## config.mk

```make
export PLATFORM = sky130hd
export DESIGN_NAME = fifo_uart_tx
export DESIGN_NICKNAME = d
export VERILOG_FILES = /design/src/rtl/uart_pkg.sv /design/src/rtl/baud_counter.sv /design/src/rtl/fifo_uart_tx.sv
export SDC_FILE = /design/constraint.sdc
export NUM_CORES = 1
export LEC_CHECK = 0
export CORE_MARGIN = 1
export CORE_UTILIZATION = 40
export CTS_CLUSTER_DIAMETER = 120
export DETAILED_ROUTE_END_ITERATION = 6
export GPL_ROUTABILITY_DRIVEN = 0
export PLACE_DENSITY = 0.71
export SLEW_MARGIN = 0
export SYNTH_ARGS = -nofsm -noshare
export SYNTH_HDL_FRONTEND = slang
export SYNTH_HIERARCHICAL = 1
export SYNTH_SLANG_ARGS = --single-unit
```

## constraint.sdc

```tcl
create_clock -name clk -period 4.3 [get_ports clk]
set_input_delay 0.86 -clock clk [delete_from_list [all_inputs] [get_ports clk]]
set_output_delay 0.86 -clock clk [all_outputs]
set_load 0.05 [all_outputs]
```

## src/rtl/uart_pkg.sv

```systemverilog
// Shared UART definitions for the FIFO drain stage: FSM state encoding,
// frame geometry and a small index-width helper.
package uart_pkg;

    localparam int UART_DATA_BITS  = 8;
    localparam int UART_FRAME_BITS = 10;

    typedef enum logic [2:0] {
        ST_IDLE  = 3'd0,
        ST_WAIT  = 3'd1,
        ST_START = 3'd2,
        ST_DATA  = 3'd3,
        ST_STOP  = 3'd4
    } uart_state_e;

    // Index width that never collapses to zero bits for a single-entry range.
    function automatic int idxWidth(input int n);
        return (n > 1) ? $clog2(n) : 1;
    endfunction

endpackage

```

## src/rtl/baud_counter.sv

```systemverilog
// Bit-period timer: counts 0..CLKS_PER_BIT-1 and wraps; clr forces it back to
// zero so every bit period starts fresh with no accumulated drift.
module baud_counter #(
    parameter int CLKS_PER_BIT = 868
) (
    input  logic clk,
    input  logic rst,
    input  logic clr,
    output logic tick
);
    localparam int            CW   = $clog2(CLKS_PER_BIT);
    localparam logic [CW-1:0] LAST = CW'(CLKS_PER_BIT - 1);

    logic [CW-1:0] count_q, count_d;

    assign tick = (count_q == LAST);

    always_comb begin
        count_d = count_q + CW'(1);
        if (clr || tick) begin
            count_d = '0;
        end
    end

    always_ff @(posedge clk or posedge rst) begin
        if (rst) begin
            count_q <= '0;
        end else begin
            count_q <= count_d;
        end
    end

endmodule

```

## src/rtl/fifo_uart_tx.sv

```systemverilog
// UART drain stage for the word FIFO: pops one word at a time and sends its
// bytes least-significant first as back-to-back 8N1 frames on tx.
module fifo_uart_tx
    import uart_pkg::*;
#(
    parameter int DATA_WIDTH   = 32,
    parameter int CLKS_PER_BIT = 868
) (
    input  logic                  clk,
    input  logic                  rst,
    input  logic                  fifo_empty,
    input  logic [DATA_WIDTH-1:0] fifo_data,
    output logic                  fifo_pop,
    output logic                  tx,
    output logic                  busy,
    output logic                  word_done
);
    localparam int                NUM_BYTES = DATA_WIDTH / UART_DATA_BITS;
    localparam int                BYTE_W    = idxWidth(NUM_BYTES);
    localparam int                BIT_W     = idxWidth(UART_DATA_BITS);
    localparam logic [BYTE_W-1:0] LAST_BYTE = BYTE_W'(NUM_BYTES - 1);
    localparam logic [BIT_W-1:0]  LAST_BIT  = BIT_W'(UART_DATA_BITS - 1);

    uart_state_e           state_q, state_d;
    logic [BIT_W-1:0]      bitIdx_q, bitIdx_d;
    logic [BYTE_W-1:0]     byteIdx_q, byteIdx_d;
    logic [DATA_WIDTH-1:0] shiftReg_q, shiftReg_d;
    logic                  wordDone_q, wordDone_d;
    logic                  baudClr;
    logic                  baudTick;

    // The timer only runs inside a frame and restarts on every state change.
    assign baudClr = (state_d != state_q) || (state_q == ST_IDLE) || (state_q == ST_WAIT);

    baud_counter #(
        .CLKS_PER_BIT(CLKS_PER_BIT)
    ) u_baud (
        .clk (clk),
        .rst (rst),
        .clr (baudClr),
        .tick(baudTick)
    );

    // Pop is gated by rst so the FIFO never loses a word while we are held in reset.
    assign fifo_pop  = !rst && (state_q == ST_IDLE) && !fifo_empty;
    assign busy      = (state_q != ST_IDLE) || fifo_pop;
    assign word_done = wordDone_q;

    always_comb begin
        tx = 1'b1;
        case (state_q)
            ST_START: tx = 1'b0;
            ST_DATA:  tx = shiftReg_q[bitIdx_q];
            default:  tx = 1'b1;
        endcase
    end

    always_comb begin
        state_d    = state_q;
        bitIdx_d   = bitIdx_q;
        byteIdx_d  = byteIdx_q;
        shiftReg_d = shiftReg_q;
        wordDone_d = 1'b0;
        case (state_q)
            ST_IDLE: begin
                if (!fifo_empty) begin
                    state_d = ST_WAIT;
                end
            end
            ST_WAIT: begin
                shiftReg_d = fifo_data;
                byteIdx_d  = '0;
                state_d    = ST_START;
            end
            ST_START: begin
                if (baudTick) begin
                    bitIdx_d = '0;
                    state_d  = ST_DATA;
                end
            end
            ST_DATA: begin
                if (baudTick) begin
                    if (bitIdx_q == LAST_BIT) begin
                        bitIdx_d = '0;
                        state_d  = ST_STOP;
                    end else begin
                        bitIdx_d = bitIdx_q + BIT_W'(1);
                    end
                end
            end
            ST_STOP: begin
                if (baudTick) begin
                    if (byteIdx_q == LAST_BYTE) begin
                        state_d    = ST_IDLE;
                        wordDone_d = 1'b1;
                    end else begin
                        shiftReg_d = shiftReg_q >> UART_DATA_BITS;
                        byteIdx_d  = byteIdx_q + BYTE_W'(1);
                        state_d    = ST_START;
                    end
                end
            end
            default: begin
                state_d = ST_IDLE;
            end
        endcase
    end

    always_ff @(posedge clk or posedge rst) begin
        if (rst) begin
            state_q    <= ST_IDLE;
            bitIdx_q   <= '0;
            byteIdx_q  <= '0;
            shiftReg_q <= '0;
            wordDone_q <= 1'b0;
        end else begin
            state_q    <= state_d;
            bitIdx_q   <= bitIdx_d;
            byteIdx_q  <= byteIdx_d;
            shiftReg_q <= shiftReg_d;
            wordDone_q <= wordDone_d;
        end
    end

endmodule

```

==> out/results.tsv <==
metric	value	unit
vias in the first global route	1720	
top area cells in the synthesized netlist	sky130_fd_sc_hd__dfrtp_1, sky130_fd_sc_hd__mux2_2, sky130_fd_sc_hd__mux2_4	
TritonCTS clock tree	done	
Synthesis Warnings	6	
die area	6977	um2
Synth Area per Inst	12.60	um2
Post-CTS Hold Buffers	0	
initial antenna violation count	0	
effective utilization at floorplan	0.4163	
clock network latency to the later pin of the worst-skew pair	300	ps
clock root buffer	sky130_fd_sc_hd__clkbuf_8	
Yosys top cell area share	0.4800	
area delta synth->final	20.99	%
total clock buffers created by CTS	5	
global-route wire length before repair	8183	um
Detail Route Antenna Nets	0	
Worst EP required	3440	ps
Post-synth EDFFs	0	
most frequently used flop master after synthesis	sky130_fd_sc_hd__dfrtp_1	
clock-pin transition on the worst setup and hold timing paths	90	ps
ys async rst share	1.000	
Slew @ Worst Pin	678.4	ps
mean number of vias per cell	5.287	
GRT overflow	0	
summed instance area of the synthesized netlist	2659	um2
Worst Slack Setup Final	999.1	ps
Slew HR	0.5460	
largest fanout on the critical path	3	
number of remaining DRC errors	0	
final worst clock skew	7.707	ps
category of the worst setup path launch point	primary input	
average wire per standard cell	13.95	um
number of pins with negative max-slew slack in the final report	0	
portion of the clock cycle consumed by the worst path in the final layout	0.7677	
Critical Path AT	2440	ps
GRT Util Overall	0.1468	
setup violators final	0	
maximum number of pins on one net before global-route repair	42	
input/output buffers	38	
endpoint class of the critical path	primary output	
clock tree sinks	51	
result of the run	finished, final reports clean	
routed wire length	4576	um
H-Tree Depth	2	
Detailed Place HPWL	3231	um
number of antenna diodes	0	
number of distinct library cells after synthesis	42	
share of final-layout standard cells stronger than drive strength 1	0.2749	
nets in the synthesized netlist	250	
RSZ-0062 raised after global routing	false	
power per cell area	494.8	nW/um2
post-synthesis register bit count	51	
worst hold-check path type	reg2reg	
final layout net count	289	
post-synthesis cell count	211	
proportion of synthesized chip area in sequential cells	0.4800	
quantity of gates resized following cts	0	
overall die width	83.53	um
final-layout fill cell count	556	
maximum capacitance violations	0	
Crit Path Category	in2out	
number of DRC markers after the initial detailed-route iteration	51	
first-pass detailed-route iteration total	4	
Worst Setup Slack post-DPL	986.1	ps
most used standard cells in the synthesized netlist	sky130_fd_sc_hd__dfrtp_1, sky130_fd_sc_hd__mux2_2, sky130_fd_sc_hd__mux2_4	
clock buffer depth	2	
die span in y	83.53	um
number of failing hold endpoints at the final stage	0	
final setup TNS	0	ps
IO Count	39	
clock period minus final worst setup slack	3301	ps
Setup Fix Bufs, Post-CTS	0	
leakage component of the power	1.375	nW
largest vdd supply drop	0.2179	mV
highest clock rate	0.3029	GHz
core area	6386	um2
most instantiated library cell after synthesis	sky130_fd_sc_hd__dfrtp_1	
largest area contributor in the netlist	sky130_fd_sc_hd__dfrtp_1	
Placement Rows	29	
via count	1734	
stage by stage:
stage | utilization | area [um2] | power [mW] | std cells | hold WS [ps]
2_1_floorplan | - | 2659 | 1.150 | 211 | 467.3
3_3_place_gp | 0.4847 | 3095 | 1.242 | 320 | 484.6
3_5_place_dp | 0.4847 | 3095 | 1.258 | 320 | 486.6
4_1_cts | 0.5037 | 3217 | 1.616 | 328 | 513.2
5_1_grt | 0.5037 | 3217 | 1.702 | 328 | 525.0
6_report | 0.5037 | 3217 | 1.592 | 328 | 511.6
layout make-up:
cell class	count	area (um2)	area share
clock buffers	6	82.58	0.02567
clock inverters	2	38.79	0.01206
inverters	5	18.77	0.005834
multi-input cells	145	1294	0.4022
flip-flops and latches	51	1276	0.3967
well taps	77	96.34	0.02995
repair buffers	42	410.4	0.1276
registers in the layout (all words and copies together) (netlist names):
| name | cells |
|---|---|
| state_q | 3 |
| word_done | 1 |
| shiftReg_q | 32 |
| byteIdx_q | 2 |
| u_baud/count_q | 10 |
| bitIdx_q | 3 |
worst max-delay path, cell delays in order:
cell                              delay [ps]
sky130_fd_sc_hd__clkdlybuf4s50_1         440
sky130_fd_sc_hd__nor3_1                  210
sky130_fd_sc_hd__or2_2                   140
sky130_fd_sc_hd__clkdlybuf4s50_1         780
worst paths after layout:
path	start	to	slack (ps)	depth (start not counted)
min	shiftReg_q[20]$_DFFE_PP0P_	shiftReg_q[20]$_DFFE_PP0P_	510	1
max reg2reg	u_baud/count_q[0]$_DFF_PP0_	shiftReg_q[16]$_DFFE_PP0P_	1770	8
max in group asynchronous	rst	shiftReg_q[9]$_DFFE_PP0P_	2900	3
min reg2reg	shiftReg_q[20]$_DFFE_PP0P_	shiftReg_q[20]$_DFFE_PP0P_	510	1
min in group asynchronous	rst	u_baud/count_q[8]$_DFF_PP0_	900	2
max	rst	busy	1000	4
cells by family (layout without fill, tap and decap cells):
group | count (synthesis) | count (layout) | share of synthesized area
buf+inv | 15 | 55 | 0.03529
xor+xnor | 3 | 3 | 0.009884
simple gates | 54 | 54 | 0.1162
mux | 53 | 53 | 0.2508
fa+ha+maj | 4 | 4 | 0.01882
flops | 51 | 51 | 0.4800
compound gates | 31 | 31 | 0.08895
layer usage:
layer	routed length [um]	global-route usage
met5	0	0
met3	190	0.04253
met1	2296	0.1937
met4	66	0.05085
met2	2023	0.2317
layout by cell type (no fill, tap or decap), types with 7 or more instances in the layout:
cell type                         count
sky130_fd_sc_hd__o21ai_0              8
sky130_fd_sc_hd__nor2_1              10
sky130_fd_sc_hd__nand3_1              7
sky130_fd_sc_hd__mux2_4              16
sky130_fd_sc_hd__dfrtp_1             51
sky130_fd_sc_hd__clkdlybuf4s50_1     38
sky130_fd_sc_hd__mux2_2              35
sky130_fd_sc_hd__nand2_1             11
sky130_fd_sc_hd__a22o_1               8
power by group:
part	switching, mW	total [mW]	internal, mW
logic	0.171	0.446	0.276
clock network	0.158	0.349	0.191
registers	0.139	0.796	0.657
Note: power is estimated with default switching activity, not from simulation.
